**config.mk**
```make
export PLATFORM = sky130hd
export DESIGN_NAME = ipb_io_bridge
export DESIGN_NICKNAME = d
export VERILOG_FILES = /design/src/rtl/ipb_io_bridge.sv
export SDC_FILE = /design/constraint.sdc
export NUM_CORES = 1
export LEC_CHECK = 0
export BUFFER_PORTS_ARGS = -buffer_cell sky130_fd_sc_hd__buf_2
export CAP_MARGIN = 20
export CORE_UTILIZATION = 35
export DETAILED_ROUTE_END_ITERATION = 8
export PLACE_DENSITY = 0.63
export SLEW_MARGIN = 10
export SYNTH_ARGS = -nofsm -noshare
export SYNTH_HDL_FRONTEND = slang
export SYNTH_SLANG_ARGS = --single-unit
export TNS_END_PERCENT = 5
```
**constraint.sdc**
```tcl
create_clock -name clk -period 1.9 [get_ports clk]
set_input_delay 0.095 -clock clk [delete_from_list [all_inputs] [get_ports clk]]
set_output_delay 0.095 -clock clk [all_outputs]
set_load 0.005 [all_outputs]
```
**src/rtl/ipb_io_bridge.sv**
```systemverilog
// IPbus strobe to slow IO target bridge: sustained read enable or timed write pulse, one-cycle ack/err, post-transaction hold.
// Latency: read ack RD_DLY+1 cycles after io_rd_ack is sampled; write ack WR_PULSE+2 cycles after the strobe.
// Backpressure: strobes are sampled only in IDLE; define IPB_IO_TIMEOUT_EN for the read timeout and err_count.
module ipb_io_bridge #(
    parameter int unsigned RD_DLY   = 2,
    parameter int unsigned HOLD     = 3,
    parameter int unsigned WR_PULSE = 1,
    parameter int unsigned TIMEOUT  = 255
) (
    input  logic       clk,
    input  logic       res_n,
    input  logic       ipb_strobe,
    input  logic       ipb_write,
    input  logic       io_rd_ack,
    output logic       io_rd_en,
    output logic       io_wr_en,
    output logic       io_sync,
    output logic       ipb_ack,
    output logic       ipb_err,
    output logic [7:0] err_count
);

    localparam logic [15:0] RD_LAST   = (RD_DLY > 0)   ? 16'(RD_DLY - 1)   : 16'd0;
    localparam logic [15:0] HOLD_LAST = (HOLD > 0)     ? 16'(HOLD - 1)     : 16'd0;
    localparam logic [15:0] WR_LAST   = (WR_PULSE > 0) ? 16'(WR_PULSE - 1) : 16'd0;
    localparam logic [15:0] TMO_LAST  = (TIMEOUT > 0)  ? 16'(TIMEOUT - 1)  : 16'd0;

`ifdef IPB_IO_TIMEOUT_EN
    localparam bit TMO_EN = 1'b1;
`else
    localparam bit TMO_EN = 1'b0;
`endif

    typedef enum logic [3:0] {
        S_IDLE,
        S_RD_START,
        S_RD_WAIT,
        S_RD_DLY,
        S_RD_ACK,
        S_RD_ERR,
        S_WR_START,
        S_WR_EN,
        S_WR_ACK,
        S_HOLD
    } state_t;

    state_t      state, state_nxt;
    logic [15:0] cnt, cnt_nxt;
    logic        hold_rd, hold_rd_nxt;

    always_ff @(posedge clk or negedge res_n) begin
        if (!res_n) begin
            state   <= S_IDLE;
            cnt     <= '0;
            hold_rd <= 1'b0;
        end else begin
            state   <= state_nxt;
            cnt     <= cnt_nxt;
            hold_rd <= hold_rd_nxt;
        end
    end

    always_comb begin
        state_nxt = state;
        case (state)
            S_IDLE: begin
                if (ipb_strobe) state_nxt = ipb_write ? S_WR_START : S_RD_START;
            end
            S_RD_START: state_nxt = S_RD_WAIT;
            S_RD_WAIT: begin
                // A late ack in the expiry cycle still wins over the timeout.
                if (io_rd_ack)                        state_nxt = (RD_DLY == 0) ? S_RD_ACK : S_RD_DLY;
                else if (TMO_EN && cnt == TMO_LAST)   state_nxt = S_RD_ERR;
            end
            S_RD_DLY: begin
                if (cnt == RD_LAST) state_nxt = S_RD_ACK;
            end
            S_RD_ACK, S_RD_ERR, S_WR_ACK: state_nxt = (HOLD == 0) ? S_IDLE : S_HOLD;
            S_WR_START: state_nxt = S_WR_EN;
            S_WR_EN: begin
                if (cnt == WR_LAST) state_nxt = S_WR_ACK;
            end
            S_HOLD: begin
                if (cnt == HOLD_LAST) state_nxt = S_IDLE;
            end
            default: state_nxt = S_IDLE;
        endcase

        // One shared counter measures time spent in the current state.
        cnt_nxt     = (state_nxt != state || state == S_IDLE) ? 16'd0 : cnt + 16'd1;
        hold_rd_nxt = (state == S_HOLD) ? hold_rd : (state == S_RD_ACK);
    end

    assign io_rd_en = (state == S_RD_START) || (state == S_RD_WAIT) || (state == S_RD_DLY) ||
                      (state == S_RD_ACK) || (state == S_HOLD && hold_rd);
    assign io_wr_en = (state == S_WR_EN);
    assign io_sync  = (state != S_IDLE);
    assign ipb_ack  = (state == S_RD_ACK) || (state == S_WR_ACK);

`ifdef IPB_IO_TIMEOUT_EN
    logic [7:0] err_cnt;

    always_ff @(posedge clk or negedge res_n) begin
        if (!res_n)                                    err_cnt <= '0;
        else if (state == S_RD_ERR && err_cnt != 8'hFF) err_cnt <= err_cnt + 8'd1;
    end

    assign err_count = err_cnt;
    assign ipb_err   = (state == S_RD_ERR);
`else
    assign err_count = '0;
    assign ipb_err   = 1'b0;
`endif

endmodule

```
==> results.cfg, run 1 <==
[run_status]
status = finished, violations left
violations = negative setup slack

[global_routing]
grt_pass1_wl_um = 5106
grt_overflow = 0
track_usage_pct = 14.88
grt_pass1_vias = 1118
antenna_found_initial = 0
grt_max_degree = 22

[die]
dieArea_um2 = 4475
initial_core_util_pct = 36.58
coreArea_um2 = 4029
dieWidth_um = 66.90
die_h_um = 66.90
rows = 23
ios = 18

[logic_synthesis]
synth.most_common_cell = dfrtp_1
synth_top_family_by_area = simple AND/OR/NAND/NOR gates
ys_seq_elements = 21
yosysUniqueCellTypes = 42
yosys-top-cells-count = dfrtp_1, nand3_1, nand2_1
synth-compound-area-share_pct = 9.423
seq_area_frac_synth_pct = 35.65
synth_edf_count = 0
synth.avg_cell_area_um2 = 10.03
synthXorXnorAreaFrac_pct = 8.319
ys.flop_type = dfrtp_1
synth_mux_area_share_pct = 0
post-synth-top-area-cell = dfrtp_1
synth_adder_area_share_pct = 3.396
synth_simple_gate_area_share_pct = 34.55
ys_async_sr_fraction_pct = 100.0
syn_area_um2 = 1474
yosys-top-cells-area = dfrtp_1, nor3_2, xor2_1
syn_inst = 147
yosysWarnings = 0
synth_top_area_share_pct = 35.65

[place]
globalplace.congestion = 0.7960
post-place-ws_ns = -0.2481
place_inst = 229
dpl_cell_area_um2 = 1739
hpwl_um = 2289
place.port_buffers = 8

[clock_network]
clockRootBuffer = clkbuf_8
clk-insertion-delay-late_ns = 0.26
tritoncts = done
cts_sinks = 21
clkTransAtPathRegs_ns = 0.08
htree_levels = 1
numCtsBuffers = 3
clk_path_buf_depth = 2

[final_layout]
fin_nets = 196
diodes = 0
syn_to_final_growth_pct = 25.81
final_cells = 236
fin_util_pct = 46.02
fin_area_um2 = 1854
drive_above_1_share_pct = 37.10

[setup_path]
crit_path_end = cnt[15]$_DFF_PN0_
critPathKind = register to register
crit_arrival_ns = 2.24
reg2regPathDepth = 9
r2r_start = cnt[0]$_DFF_PN0_
reg2reg_slack_ns = -0.16
slowest_delay_ns = 0.40
cp.required_ns = 2.08
cp-end-kind = register
cp_max_fo = 16
startpoint = cnt[0]$_DFF_PN0_
slowest_stage = dfrtp_1
timing.rr.end = cnt[15]$_DFF_PN0_
critPathLaunchType = register
path_cells = buf_4, ha_1, nor3b_1, nand4_1, o22ai_1, a311o_1, o2bb2ai_4, buf_12, nor3_1

[power_and_ir_drop]
p_leak_nw = 0.8306
peakVddDrop_mv = 0.8055
powerDensity_nw_per_um2 = 1474

[min_path]
min_path_type = input port to register
hold-path-cell-count = 4
min_from = ipb_write

[sta]
clock.fmax_mhz = 485.8
finalWorstSetupSlack_ns = -0.1585
max_slew.worst_pin.slew_ns = 0.5144
setup_viol_count_final = 16
finalHoldViolations = 0
timing.slew.headroom_pct = 65.70
slew_viol_final = 0
min_period_ns = 2.059
rsz0062_at_grt = true
min_period_over_period_pct = 108.3
finClkSkew_ns = 0.001909

[routing]
wire_per_inst_um = 12.63
drt_iter0_markers = 86
finalWirelength_um = 2980
drc_errors = 0
routed_via_density = 4.852
drt_pre_antenna_iters = 4
num_vias = 1145
ant_nets = 0

[job]
max_cap_violations = 0
final cells by class:
class | count | area (um^2)
Clock inverter | 1 | 5.005
Clock buffer | 3 | 41.29
Inverter | 5 | 18.77
Sequential cell | 21 | 525.5
Timing Repair Buffer | 41 | 315.3
Fill cell | 383 | 2175
Tap cell | 50 | 62.56
Multi-Input combinational cell | 115 | 885.9
where the power goes:
part,internal (mW),switching [mW],total (mW)
Sequential,0.506,0.0853,0.592
Combinational,0.872,0.973,1.84
Clock,0.146,0.150,0.297
Total,1.52,1.21,2.73
worst max-delay path, delay by kind of cell, from the launching register on:
family | cells | cell delay (ns)
AND/OR/NAND/NOR | 3 | 0.51
buffers and inverters | 2 | 0.30
flip-flops | 1 | 0.40
adder cells (fa/ha/maj) | 1 | 0.18
AO/OA/AOI/OAI | 3 | 0.59
cell families after synthesis:
| family | Yosys count |
|---|---|
| buffers and inverters | 19 |
| and+or+nand+nor | 73 |
| adders and majority gates | 4 |
| other | 1 |
| DFF | 21 |
| AOI/OAI and AO/OA | 15 |
| xor gates and xnor gates | 14 |
state kept, by name (all words and copies together), names as in the netlist:
| signal | cells |
|---|---|
| cnt | 16 |
| state | 4 |
| hold_rd | 1 |
placed cells by master, fill, tap and decap left out, drive strengths merged, types with 6 or more instances in the layout:
master,instances
buf,40
conb,9
dfrtp,21
nand2,12
nand3,13
nor3,18
xnor2,6
xor2,8
worst min-delay path by stage:
stage	endpoint
floorplan	cnt[0]$_DFF_PN0_
global placement	cnt[8]$_DFF_PN0_
detailed placement	cnt[8]$_DFF_PN0_
CTS	state[1]$_DFF_PN0_
global route	state[2]$_DFF_PN0_
finish	state[2]$_DFF_PN0_
layer usage:
metal	wire length (um)	track usage, %	vias to the layer above
li1	-	-	580
met1	1357	18.55	547
met2	1545	26.39	16
met3	43	1.541	2
met4	32	4.787	0
met5	0	0	-
metrics by stage:
step | total power [mW] | TNS (ns) | hold WS (ns)
2_1_floorplan | 1.709 | 0 | -0.2006
3_3_place_gp | 2.172 | -2.560 | 0.07328
3_5_place_dp | 2.210 | -3.401 | 0.08129
4_1_cts | 2.692 | -2.208 | 0.2563
5_1_grt | 2.913 | -3.660 | 0.2941
6_report | 2.733 | -2.226 | 0.2699
what timing repair did:
item                                   4_1_cts  5_1_grt
setup endpoints to repair                   16       16
hold buffers                                 1        0
pin swaps                                    1        1
endpoints found under the hold margin       21        0
setup buffers                                2        0
resized for setup                            3        2
No activity file was read; power rests on OpenSTA's default activity.
==> run 2: changes to the inputs <==
Settings changed: REMOVE_ABC_BUFFERS set to 1.
==> run 2 against run 1 <==
The flow still finishes with violations (negative setup slack). Critical endpoint is now cnt[12]$_DFF_PN0_. Fmax fell by 1.8%. Clock-buffer cell count did not move. Clock power barely moved. Combinational power rose by 2%. Largest cell class unchanged. Non-clock buffer count did not move. First-iteration DRC count fell by 77%. Worst setup slack got worse by 0.038 ns.
==> results.cfg, run 2 (synthesis gave the netlist of run 1 again) <==
[die]
die_h_um = 66.90
coreArea_um2 = 4029
initial_core_util_pct = 36.58
rows = 23
dieArea_um2 = 4475
ios = 18
dieWidth_um = 66.90

[clock_network]
clkTransAtPathRegs_ns = 0.08
clockRootBuffer = clkbuf_8
tritoncts = done
clk_path_buf_depth = 2
clk-insertion-delay-late_ns = 0.26
htree_levels = 1
numCtsBuffers = 3
cts_sinks = 21

[final_layout]
layout_common_cells = buf_4, dfrtp_1, nand3_1
syn_to_final_growth_pct = 25.47
top_regs = cnt (16), state (4), hold_rd (1)
fin_util_pct = 45.90
layout.cells.most_common = buf_4
fin_nets = 196
diodes = 0
multi_input_comb_area_um2 = 880.8
nFillCells = 397
seq_area_um2 = 525.5
largest-register = cnt
drive_above_1_share_pct = 37.63
largest_reg_flops = 16

[global_routing]
grt_max_degree = 22
antenna_found_initial = 0
grt_overflow = 0
track_usage_pct = 15.86
grt_pass1_wl_um = 5402
grt_pass1_vias = 1194

[power_and_ir_drop]
p_leak_nw = 0.8336
peakVddDrop_mv = 0.9910
powerDensity_nw_per_um2 = 1488
power_mw = 2.753

[run_status]
status = finished, violations left
violations = negative setup slack

[routing]
ant_nets = 0
finalWirelength_um = 3071
num_vias = 1174
drc_errors = 0
drt_pre_antenna_iters = 4
drt_iter0_markers = 20
wire_per_inst_um = 13.01
routed_via_density = 4.975

[setup_path]
slowest_delay_ns = 0.42
slowest_stage = dfrtp_1
cp-end-kind = register
critPathLaunchType = register
r2r_start = cnt[0]$_DFF_PN0_
cp_max_fo = 16
critPathKind = register to register
cp.required_ns = 2.08
path_cells = buf_4, ha_1, nor3b_1, nand4_1, o22ai_1, a311o_1, o2bb2ai_4, buf_12, nor3_2
startpoint = cnt[0]$_DFF_PN0_
crit_arrival_ns = 2.28

[sta]
finClkSkew_ns = 0.007199
clock.fmax_mhz = 476.9
finalWorstSetupSlack_ns = -0.1969
min_period_ns = 2.097
rsz0062_at_grt = true
finalHoldViolations = 0
slew_viol_final = 0
setup_viol_count_final = 16
min_period_over_period_pct = 110.4

[min_path]
min_from = ipb_write
min_path_type = input port to register

[place]
hpwl_um = 2262
place.port_buffers = 8
globalplace.congestion = 0.9057

[job]
max_cap_violations = 0
[run 2: metrics by stage]
step                instances  setup slack [ns]  hold slack, ns  TNS, ns  cell area, um^2
global route              236           -0.2674          0.2883   -4.081             1849
CTS                       236           -0.1837          0.2615   -2.794             1833
detailed placement        229           -0.2466         0.08448   -3.562             1739
floorplan                 141          -0.03112         -0.2006  -0.2702             1399
finish                    236           -0.1969          0.2702   -2.855             1849
global placement          229           -0.2297         0.07575   -3.448             1739
[run 2: layout make-up]
| cell class | instances | share of cell area [%] |
|---|---|---|
| Clock inverter | 1 | 0.2706 |
| Tap cell | 50 | 3.383 |
| Multi-Input combinational cell | 115 | 47.63 |
| Clock buffer | 3 | 2.233 |
| Inverter | 5 | 1.015 |
| Timing Repair Buffer | 41 | 17.05 |
| Sequential cell | 21 | 28.42 |
[run 2: report_power, final]
group          internal, mW  switching, mW  total [mW]
registers             0.507         0.0705       0.578
clock network         0.146          0.151       0.298
logic                 0.886          0.992        1.88
total                  1.54           1.21        2.75
[run 2: per-layer routing]
metal	track usage, %	share of wire [%]
met1	19.73	45
met2	27.65	51
met3	4.110	2.8
met4	2.394	0.46
met5	0	0
[run 2: final timing paths]
path                                        to  slack (ns)  cells after the start
setup reg to reg             cnt[12]$_DFF_PN0_       -0.20                      9
min in group asynchronous     cnt[7]$_DFF_PN0_        0.33                      2
max in group asynchronous    cnt[15]$_DFF_PN0_        1.22                      2
setup / recovery             cnt[12]$_DFF_PN0_       -0.20                      9
hold reg to reg            hold_rd$_DFFE_PN0N_        0.56                      2
hold / removal              state[2]$_DFF_PN0_        0.27                      4
[run 2: worst max-delay path: cells and delay by family (launching register included)]
kind	cells	cell delay (ns)
AOI/OAI and AO/OA	3	0.60
and+or+nand+nor	3	0.51
DFF	1	0.42
buffers and inverters	2	0.31
adders and majority gates	1	0.18
[run 2: what timing repair did]
item                       4_1_cts  5_1_grt
hold endpoints to repair        21        0
buffers inserted                 2        0
hold buffers                     1        0
setup endpoints to repair       16       16
gates resized for setup          3        3
pin swaps                        4        2
==> run 3: changes to the inputs <==
Settings changed: CORE_ASPECT_RATIO set to 1.75.
==> run 3 against run 2 <==
The flow still finishes with violations (negative setup slack). Global-route usage increased by 2.1 points. Cell count rose by 0.42%. Final area is 6.2% higher. Sequential cell count unchanged. Fmax is 1.3% lower. Non-clock buffer count grew 2. Via count is 5.1% higher. Critical path depth decreased by 1. Sequential share of layout area decreased by 1.6 points. First-iteration DRC count down 15%. Power rose by 14%. Clock-buffer cell count increased by 1. Largest cell class unchanged.
==> results.cfg, run 3 (synthesis gave the netlist of run 1 again) <==
[die]
dieArea_um2 = 4485
die_h_um = 87.85
dieWidth_um = 51.06
ios = 18
rows = 30
initial_core_util_pct = 37.40
coreArea_um2 = 3941

[global_routing]
use_met1_pct = 19.06
met3_usage_pct = 3.299
gr-max-usage-layer = met2
antenna_found_initial = 0
grt_overflow = 0
track_usage_pct = 17.98
grt_max_degree = 22
grt_pass1_vias = 1313
gr-usage-met2_pct = 33.13
grt_pass1_wl_um = 6044

[setup_path]
slowest_delay_ns = 0.44
crit_buf_inv = 1
path_cells = inv_2, ha_2, nor3b_2, nand4_1, o22ai_2, a311o_2, o2bb2ai_4, nor3_2
critPathKind = register to register
reg2regPathDepth = 8
crit_family = compound AO/OA/AOI/OAI gates
cp_max_fo = 8
cp-end-kind = register
startpoint = cnt[1]$_DFF_PN0_
cp.depth = 8
critPathLaunchType = register
cp.required_ns = 2.08
r2r_start = cnt[1]$_DFF_PN0_
crit_arrival_ns = 2.30
slowest_stage = a311o_2

[routing]
drc_errors = 0
ant_nets = 0
drt_pre_antenna_iters = 4
wire_per_inst_um = 15.63
finalWirelength_um = 3704
num_vias = 1234
routed_via_density = 5.207
drt_iter0_markers = 17

[sta]
min_period_over_period_pct = 111.9
clock.fmax_mhz = 470.5
finalWorstSetupSlack_ns = -0.2255
min_period_ns = 2.125
slew_viol_final = 0
setup_viol_count_final = 16
finalHoldViolations = 0
rsz0062_at_grt = true
finClkSkew_ns = 0.001186
finalSetupTns_ns = -2.671

[clock_network]
clk_path_buf_depth = 2
numCtsBuffers = 3
htree_levels = 1
clockRootBuffer = clkbuf_8
clk-insertion-delay-late_ns = 0.26
cts_sinks = 21
clkTransAtPathRegs_ns = 0.08
tritoncts = done

[final_layout]
layout_common_cells = buf_4, dfrtp_1, nor3_2
syn_to_final_growth_pct = 33.19
fin_nets = 199
fin_util_pct = 49.81
largest_reg_flops = 16
drive_above_1_share_pct = 44.97
multi_input_comb_area_um2 = 978.4
largest-register = cnt
diodes = 0
seq_area_um2 = 526.8
top_regs = cnt (16), state (4), hold_rd (1)
nFillCells = 382
layout.cells.most_common = buf_4

[min_path]
hold-path-cell-count = 4
min_from = ipb_strobe
min_path_type = input port to register

[place]
hpwl_um = 2574
globalplace.congestion = 0.8362
place.port_buffers = 8

[power_and_ir_drop]
p_leak_nw = 0.8460
peakVddDrop_mv = 1.370
powerDensity_nw_per_um2 = 1594

[job]
max_cap_violations = 0

[run_status]
violations = negative setup slack
status = finished, violations left
## run 3: cell count changes in the layout (fill, tap and decap cells not counted), sizes merged
cell,before,now
buf,40,42
clkbuf,3,4
clkinv,1,0
o2bb2ai,1,2
## run 3: where the power goes
part / switching (mW) / leakage (nW) / internal, mW
Combinational: 1.19 / 0.538 / 1.06
Clock: 0.156 / 0.0228 / 0.150
Sequential: 0.0593 / 0.286 / 0.508
## run 3: final cells by class
cell class                      count  share of cell area (%)
Multi-Input combinational cell    116                   49.84
Sequential cell                    21                   26.83
Timing Repair Buffer               43                   17.02
Tap cell                           48                   3.059
Clock buffer                        4                   2.294
Inverter                            5                  0.9560
## run 3: worst reg2reg max path: cells and delay by family, from the launching register on
kind            cells  cell delay (ns)
simple gates        3             0.62
buf+inv             1             0.05
compound gates      3             0.78
fa+ha+maj           1             0.16
flops               1             0.42
## run 3: final timing paths
path                                  endpoint  slack (ns)
max                           cnt[4]$_DFF_PN0_       -0.23
min                         state[1]$_DFF_PN0_        0.26
max reg2reg                   cnt[4]$_DFF_PN0_       -0.23
min reg2reg                hold_rd$_DFFE_PN0N_        0.56
max in group asynchronous     cnt[1]$_DFF_PN0_        1.23
min in group asynchronous     cnt[7]$_DFF_PN0_        0.32
## run 3: metrics by stage
step / std cells / power (mW) / setup WS (ns) / hold slack, ns / cell area [um^2]
floorplan: 141 / 1.540 / -0.03112 / -0.2006 / 1399
global placement: 228 / 2.246 / -0.1735 / 0.07745 / 1744
detailed placement: 228 / 2.295 / -0.2805 / 0.08512 / 1744
CTS: 235 / 2.869 / -0.1631 / 0.2627 / 1893
global route: 237 / 3.318 / -0.3419 / 0.3008 / 1963
finish: 237 / 3.129 / -0.2255 / 0.2629 / 1963
## run 3: routing by layer
layer | vias to the layer above | wire (um)
met1 | 614 | 1404
met5 | - | 0
li1 | 593 | -
met4 | 0 | 48
met2 | 19 | 2172
met3 | 8 | 79
## run 3: timing repair
action / in CTS / in global routing
buffers inserted: 1 / 2
gates resized for setup: 15 / 9
hold endpoints to repair: 21 / 0
hold buffers: 1 / 0
gates cloned: 1 / 0
pin swaps: 19 / 11
endpoints found under the setup margin: 16 / 17
